==> config.mk <==
export PLATFORM = sky130hd
export DESIGN_NAME = press_classifier
export DESIGN_NICKNAME = d
export VERILOG_FILES = /design/src/rtl/press_classifier.sv
export SDC_FILE = /design/constraint.sdc
export NUM_CORES = 1
export LEC_CHECK = 0
export CORE_MARGIN = 4
export CORE_UTILIZATION = 52
export CTS_BUF_LIST = sky130_fd_sc_hd__clkbuf_16
export CTS_CLUSTER_DIAMETER = 150
export DETAILED_ROUTE_END_ITERATION = 12
export GPL_TIMING_DRIVEN = 1
export PLACE_DENSITY = 0.76
export SYNTH_ARGS = -nofsm -noshare
export SYNTH_HDL_FRONTEND = slang
export SYNTH_SLANG_ARGS = --single-unit
==> constraint.sdc <==
create_clock -name clk -period 2.6 [get_ports clk]
set_input_delay 0.39 -clock clk [delete_from_list [all_inputs] [get_ports clk]]
set_output_delay 0.39 -clock clk [all_outputs]
set_load 0.01 [all_outputs]
==> src/rtl/press_classifier.sv <==
// Button press classifier: turns a debounced button level into short, long
// and double press pulses, with a saturating count of classified events.
//
// state    | meaning
// ---------+--------------------------------------------------------------
// IDLE     | button released, no press in progress
// HELD     | button down, cnt counts hold cycles toward a long press
// GAP      | released after a short hold, cnt counts the gap toward short
// WAIT_REL | press already classified, wait for release without emitting
module press_classifier #(
    parameter int LONG_CNT = 16,
    parameter int GAP_CNT  = 8,
    parameter int CNT_W    = 8
) (
    input  logic       clk,
    input  logic       reset,
    input  logic       db_in,
    output logic       short_press,
    output logic       long_press,
    output logic       double_press,
    output logic       busy,
    output logic [7:0] evt_cnt
);

    typedef enum logic [1:0] {
        IDLE     = 2'd0,
        HELD     = 2'd1,
        GAP      = 2'd2,
        WAIT_REL = 2'd3
    } state_t;

    localparam logic [CNT_W-1:0] LONG_LAST = CNT_W'(LONG_CNT - 1);
    localparam logic [CNT_W-1:0] GAP_LAST  = CNT_W'(GAP_CNT - 1);
    localparam logic [CNT_W-1:0] CNT_ONE   = CNT_W'(1);

    state_t           state_q, state_d;
    logic [CNT_W-1:0] cnt_q, cnt_d;
    logic             short_q, short_d;
    logic             long_q, long_d;
    logic             double_q, double_d;
    logic [7:0]       evt_q, evt_d;

    always_ff @(posedge clk) begin
        if (reset) begin
            state_q  <= IDLE;
            cnt_q    <= '0;
            short_q  <= 1'b0;
            long_q   <= 1'b0;
            double_q <= 1'b0;
            evt_q    <= 8'd0;
        end else begin
            state_q  <= state_d;
            cnt_q    <= cnt_d;
            short_q  <= short_d;
            long_q   <= long_d;
            double_q <= double_d;
            evt_q    <= evt_d;
        end
    end

    always_comb begin
        state_d = state_q;
        cnt_d   = cnt_q;
        case (state_q)
            IDLE: begin
                cnt_d = '0;
                if (db_in) state_d = HELD;
            end
            HELD: begin
                if (!db_in) begin
                    state_d = GAP;
                    cnt_d   = '0;
                end else if (cnt_q == LONG_LAST) begin
                    state_d = WAIT_REL;
                    cnt_d   = '0;
                end else begin
                    cnt_d = cnt_q + CNT_ONE;
                end
            end
            GAP: begin
                if (db_in) begin
                    state_d = WAIT_REL;
                    cnt_d   = '0;
                end else if (cnt_q == GAP_LAST) begin
                    state_d = IDLE;
                    cnt_d   = '0;
                end else begin
                    cnt_d = cnt_q + CNT_ONE;
                end
            end
            WAIT_REL: begin
                cnt_d = '0;
                if (!db_in) state_d = IDLE;
            end
            default: begin
                state_d = IDLE;
                cnt_d   = '0;
            end
        endcase
    end

    // Pulses are decided from the current state so they register on the
    // same edge as the transition that classifies the press.
    always_comb begin
        short_d  = 1'b0;
        long_d   = 1'b0;
        double_d = 1'b0;
        case (state_q)
            HELD:    long_d = db_in && (cnt_q == LONG_LAST);
            GAP: begin
                double_d = db_in;
                short_d  = !db_in && (cnt_q == GAP_LAST);
            end
            default: ;
        endcase
        evt_d = evt_q;
        if ((short_d || long_d || double_d) && (evt_q != 8'hFF))
            evt_d = evt_q + 8'd1;
    end

    assign short_press  = short_q;
    assign long_press   = long_q;
    assign double_press = double_q;
    assign evt_cnt      = evt_q;
    assign busy         = (state_q != IDLE);

endmodule
==> flow_metrics.py, run 1 <==
metrics = {
    "status": {
        "status": "complete, no violations",
    },
    "power": {
        "p_sw_uw": 146,
        "power.internal_uw": 552,
        "finalPower_uw": 697,
        "p_clk_frac": 0.468,
        "combPwrFrac": 0.054,
        "powerDensity_nw_per_um2": 531,
        "p_sw_frac": 0.209,
        "seqPwrFrac": 0.478,
        "p_leak_nw": 0.493,
        "ir_drop_mv": 0.499,
    },
    "drt": {
        "drtPass1Iterations": 4,
        "wire_per_inst_um": 13.6,
        "routed_wl_mm": 2.19,
        "antenna_left": 0,
        "vias_per_cell": 5.78,
        "num_vias": 931,
        "drt-initial-drc-count": 14,
        "route.detailed.drc": 0,
    },
    "cells_and_area": {
        "area_delta_synth_final_pct": 21.8,
        "diodes": 0,
        "nNetsFinal": 140,
        "final_cells": 161,
        "drive_gt1_frac": 0.0896,
        "finalCoreUtilization": 0.669,
    },
    "setup_path": {
        "worstRegToRegCells": 4,
        "path_class": "input port to flop",
        "path_max_fanout": 8,
        "critPathArrivalTime_ns": 2.33,
        "critPathLaunchType": "input port",
        "critPathRequiredTime_ns": 2.74,
        "worstSetupEndpointType": "flop",
    },
    "synth": {
        "ys_top_cells_by_area": "dfxtp_1, nor2_1, mux2_1",
        "synth-xor-area-share": 0.0488,
        "yosys.area.top_type": "dfxtp_1",
        "ys_async_sr_fraction": 0,
        "synthMuxAreaShare": 0.0720,
        "yosys.area.top_type_share": 0.390,
        "ys.flop_type": "dfxtp_1",
        "ys_ff_latch": 21,
        "synth_most_common_cell": "dfxtp_1",
        "synth_common_cells": "dfxtp_1, nor2_1, a211oi_1, nand2_1, nor2b_1",
        "yosys_warnings": 0,
        "syn_nets": 125,
        "avgSynthCellArea_um2": 8.98,
        "synth-simple-area-share": 0.310,
        "synthAdderAreaFrac": 0.0232,
        "syn_area_um2": 1080,
        "seq_area_frac_synth": 0.390,
        "synth-edff-count": 0,
        "ys_types": 37,
        "netlist_instances": 120,
        "synth_top_family_by_area": "simple AND/OR/NAND/NOR gates",
        "synth_compound_area_frac": 0.121,
    },
    "die": {
        "row_count": 16,
        "fp.coreArea_um2": 1960,
        "die_h_um": 53.5,
        "initial_utilization": 0.549,
        "ios": 15,
        "die_area_um2": 2860,
        "die_x_um": 53.5,
    },
    "clock_tree": {
        "cts_buffers": 3,
        "cts_tree": "done",
        "cts_max_path_buffers": 2,
        "postCtsSetupBuffers": 0,
        "cts.clk_slew.worst_paths_ns": 0.06,
        "cts_sinks": 21,
        "postCtsResizedCells": 0,
        "cts-htree-levels": 1,
        "cts_root_buf": "clkbuf_16",
        "clkLatencyLatePin_ns": 0.26,
        "cts_hold_buf": 0,
    },
    "timing": {
        "finalSetupViolations": 0,
        "setup_tns_ns": 0,
        "fin_crit_sh": 0.842,
        "hold_viol": 0,
        "slew_headroom": 0.475,
        "worst_hold_slack_ns": 0.463,
        "rsz0062_at_grt": "false",
        "clock-skew-final_ns": 0.00470,
        "worstMarginPinSlew_ns": 0.781,
        "finalMaxSlewViolations": 0,
        "max_freq_ghz": 0.457,
        "layout_min_cycle_time_ns": 2.19,
    },
    "hold_path": {
        "worstHoldPathCells": 1,
        "hp-class": "flop to flop",
    },
    "place": {
        "gp_congestion": 0.843,
        "placed_cells": 157,
        "dp_hpwl_mm": 1.61,
        "portBuffers": 14,
    },
    "job": {
        "maxCapViolCount": 0,
    },
    "global_route": {
        "grt_max_degree": 18,
        "grt_pass1_vias": 891,
        "antenna_found_initial": 0,
        "grtUsageTotal": 0.181,
        "grt_pass1_wl_mm": 3.80,
        "gr-total-overflow": 0,
    },
}
-- power groups by stage --
stage / clock network, mW / logic, mW / registers (mW)
floorplan: 0 / 0.0282 / 0.336
detailed placement: 0 / 0.0379 / 0.340
CTS: 0.337 / 0.0378 / 0.333
global route: 0.347 / 0.0422 / 0.334
finish: 0.326 / 0.0377 / 0.333
global placement: 0 / 0.0366 / 0.340
-- per-layer routing --
layer | vias to the layer above | global-route usage | share of wire
met1 | 444 | 0.190 | 0.42
met3 | 5 | 0.0563 | 0.047
met5 | - | 0 | 0
met4 | 0 | 0.0553 | 0.011
met2 | 18 | 0.337 | 0.52
li1 | 464 | - | -
-- final timing paths --
path,from,endpoint,slack [ns]
max,db_in,evt_cnt[4],0.41
min,cnt_q[0],cnt_q[0],0.46
max reg2reg,state_q[1],evt_cnt[4],0.47
min reg2reg,cnt_q[0],cnt_q[0],0.46
-- sequential cells by signal (all words and copies together) (netlist names) --
name,flops
double_press,1
short_press,1
cnt_q,8
evt_cnt,8
state_q,2
long_press,1
-- kinds of logic (layout without fill, tap and decap cells) --
logic type	Yosys count	after routing
buffers and inverters	8	22
multiplexers	7	7
AO/OA/AOI/OAI	17	17
AND/OR/NAND/NOR	59	59
adder cells (fa/ha/maj)	2	2
flip-flops	21	21
XOR/XNOR	6	6
-- layout by cell type (no fill, tap or decap), drive strengths merged, types with 3 or more instances in the layout --
master,n
nand2,7
xor2,4
clkdlybuf4s50,14
nand4,4
nand3,5
mux2,6
inv,3
clkbuf,3
a211oi,7
nor2,17
dfxtp,21
a21oi,3
nor2b,7
-- cell type report --
cell class | instances | area (µm²)
clock inverter | 1 | 5.00
multi-input combinational | 91 | 619
tap | 27 | 33.8
timing repair buffer | 15 | 148
inverter | 3 | 11.3
sequential | 21 | 420
fill | 181 | 649
clock buffer | 3 | 75.1
-- through the flow --
| step | setup WS, ns | instance area [µm²] |
|---|---|---|
| 2_1_floorplan | 0.560 | 1080 |
| 3_3_place_gp | 0.148 | 1230 |
| 3_5_place_dp | 0.152 | 1230 |
| 4_1_cts | 0.416 | 1310 |
| 5_1_grt | 0.351 | 1310 |
| 6_report | 0.412 | 1310 |
-- worst max-delay path, cell delays in order --
cell,delay (ns)
clkdlybuf4s50_1,0.42
or4b_4,0.53
a211o_2,0.38
a211oi_1,0.26
mux2_1,0.34
No activity file was read; power rests on OpenSTA's default activity.
==> run 2, diff against run 1 <==
clock period = 2.15 ns   (was 2.6 ns; I/O delays follow)
==> flow_metrics.py, run 2 (synthesized netlist as in run 1, its figures left out) <==
metrics = {
    "drt": {
        "drt-initial-drc-count": 15,
        "routed_wl_mm": 2.08,
        "route.detailed.drc": 0,
        "antenna_left": 0,
        "num_vias": 944,
        "drtPass1Iterations": 4,
        "wire_per_inst_um": 12.5,
        "vias_per_cell": 5.65,
    },
    "die": {
        "fp.coreArea_um2": 1960,
        "initial_utilization": 0.549,
        "die_x_um": 53.5,
        "die_h_um": 53.5,
        "ios": 15,
        "die_area_um2": 2860,
        "row_count": 16,
    },
    "place": {
        "place_area_um2": 1280,
        "dp_hpwl_mm": 1.60,
        "gp_congestion": 0.822,
        "portBuffers": 14,
    },
    "timing": {
        "finalSetupViolations": 0,
        "slew_headroom": 0.473,
        "setup_tns_ns": 0,
        "finalMaxSlewViolations": 0,
        "worst_hold_slack_ns": 0.483,
        "fin_crit_sh": 0.979,
        "layout_min_cycle_time_ns": 2.10,
        "hold_viol": 0,
        "clock-skew-final_ns": 0.00257,
        "worstMarginPinSlew_ns": 0.784,
        "rsz0062_at_grt": "true",
        "max_freq_ghz": 0.475,
    },
    "job": {
        "maxCapViolCount": 0,
    },
    "cells_and_area": {
        "final_cell_mix": "dfxtp_1, nor2_1, clkdlybuf4s50_1",
        "drive_gt1_frac": 0.121,
        "nNetsFinal": 146,
        "design_area_um2": 1360,
        "area_delta_synth_final_pct": 25.9,
        "diodes": 0,
        "layout_commonest_cell": "dfxtp_1",
        "fill_cells": 177,
    },
    "power": {
        "p_sw_uw": 163,
        "p_sw_frac": 0.195,
        "powerDensity_nw_per_um2": 614,
        "combPwrFrac": 0.070,
        "seqPwrFrac": 0.477,
        "power.internal_uw": 670,
        "ir_drop_mv": 0.598,
        "p_clk_frac": 0.453,
        "p_leak_nw": 0.525,
    },
    "global_route": {
        "grtUsageTotal": 0.167,
        "antenna_found_initial": 0,
        "gr-total-overflow": 0,
        "grt_pass1_vias": 880,
        "grt_pass1_wl_mm": 3.49,
        "grt_max_degree": 13,
    },
    "setup_path": {
        "critPathArrivalTime_ns": 2.24,
        "path_max_fanout": 8,
        "critPathRequiredTime_ns": 2.28,
        "cp_num_buf_inv": 1,
        "critical-path-top-delay-family": "compound AO/OA/AOI/OAI gates",
        "path_class": "input port to flop",
        "worstSetupEndpointType": "flop",
        "crit_slowest_cell": "or4b_4",
        "worstPathCellList": "clkdlybuf4s50_1, or4b_4, a211o_2, a211oi_1, mux2_1",
        "slowest_delay_ns": 0.52,
        "critPathLaunchType": "input port",
    },
    "clock_tree": {
        "postCtsSetupBuffers": 0,
        "cts_root_buf": "clkbuf_16",
        "cts-htree-levels": 1,
        "cts_buffers": 3,
        "cts_hold_buf": 0,
        "cts_tree": "done",
        "postCtsResizedCells": 0,
        "clkLatencyLatePin_ns": 0.25,
        "cts_sinks": 21,
        "cts.clk_slew.worst_paths_ns": 0.05,
        "cts_max_path_buffers": 2,
    },
    "status": {
        "status": "complete, no violations",
    },
    "hold_path": {
        "hp-class": "flop to flop",
    },
}
[run 2: metal layers]
layer	share of wire	GRT usage
met1	0.44	0.182
met2	0.50	0.306
met3	0.042	0.0282
met4	0.013	0.0809
met5	0	0
[run 2: layout make-up]
cell class | count | area (µm²) | area share
Clock buffer | 3 | 75.1 | 0.0554
Clock inverter | 1 | 3.75 | 0.00277
Inverter | 3 | 11.3 | 0.00830
Multi-Input combinational cell | 91 | 619 | 0.457
Sequential cell | 21 | 420 | 0.310
Tap cell | 27 | 33.8 | 0.0249
Timing Repair Buffer | 21 | 193 | 0.142
[run 2: path summary, 6_finish.rpt]
check	start	end	slack, ns	cells after the start
worst max-delay path	db_in	evt_cnt[4]	0.05	5
worst min-delay path	cnt_q[0]	cnt_q[0]	0.48	1
worst max register to register	cnt_q[4]	evt_cnt[4]	0.15	4
worst min register to register	cnt_q[0]	cnt_q[0]	0.48	1
[run 2: worst reg2reg max path: stages, from the launching register on]
cell      delay [ns]
dfxtp_1         0.34
or4_4           0.58
a211o_2         0.37
a211oi_1        0.25
mux2_1          0.34
[run 2: power groups by stage]
stage | Combinational (mW) | Clock, mW | Sequential, mW
after floorplan | 0.0341 | 0 | 0.407
after global placement | 0.0564 | 0 | 0.406
after detailed placement | 0.0585 | 0 | 0.406
after CTS | 0.0585 | 0.388 | 0.398
after global routing | 0.0644 | 0.402 | 0.398
final | 0.0583 | 0.377 | 0.398
[run 2: stage by stage]
| step | power, mW | utilization | worst slack (ns) | std cells |
|---|---|---|---|---|
| floorplan | 0.441 | - | 0.177 | 120 |
| global placement | 0.462 | 0.651 | -0.186 | 163 |
| detailed placement | 0.465 | 0.651 | -0.213 | 163 |
| CTS | 0.844 | 0.691 | 0.0500 | 167 |
| global route | 0.864 | 0.691 | -0.0289 | 167 |
| finish | 0.833 | 0.691 | 0.0461 | 167 |
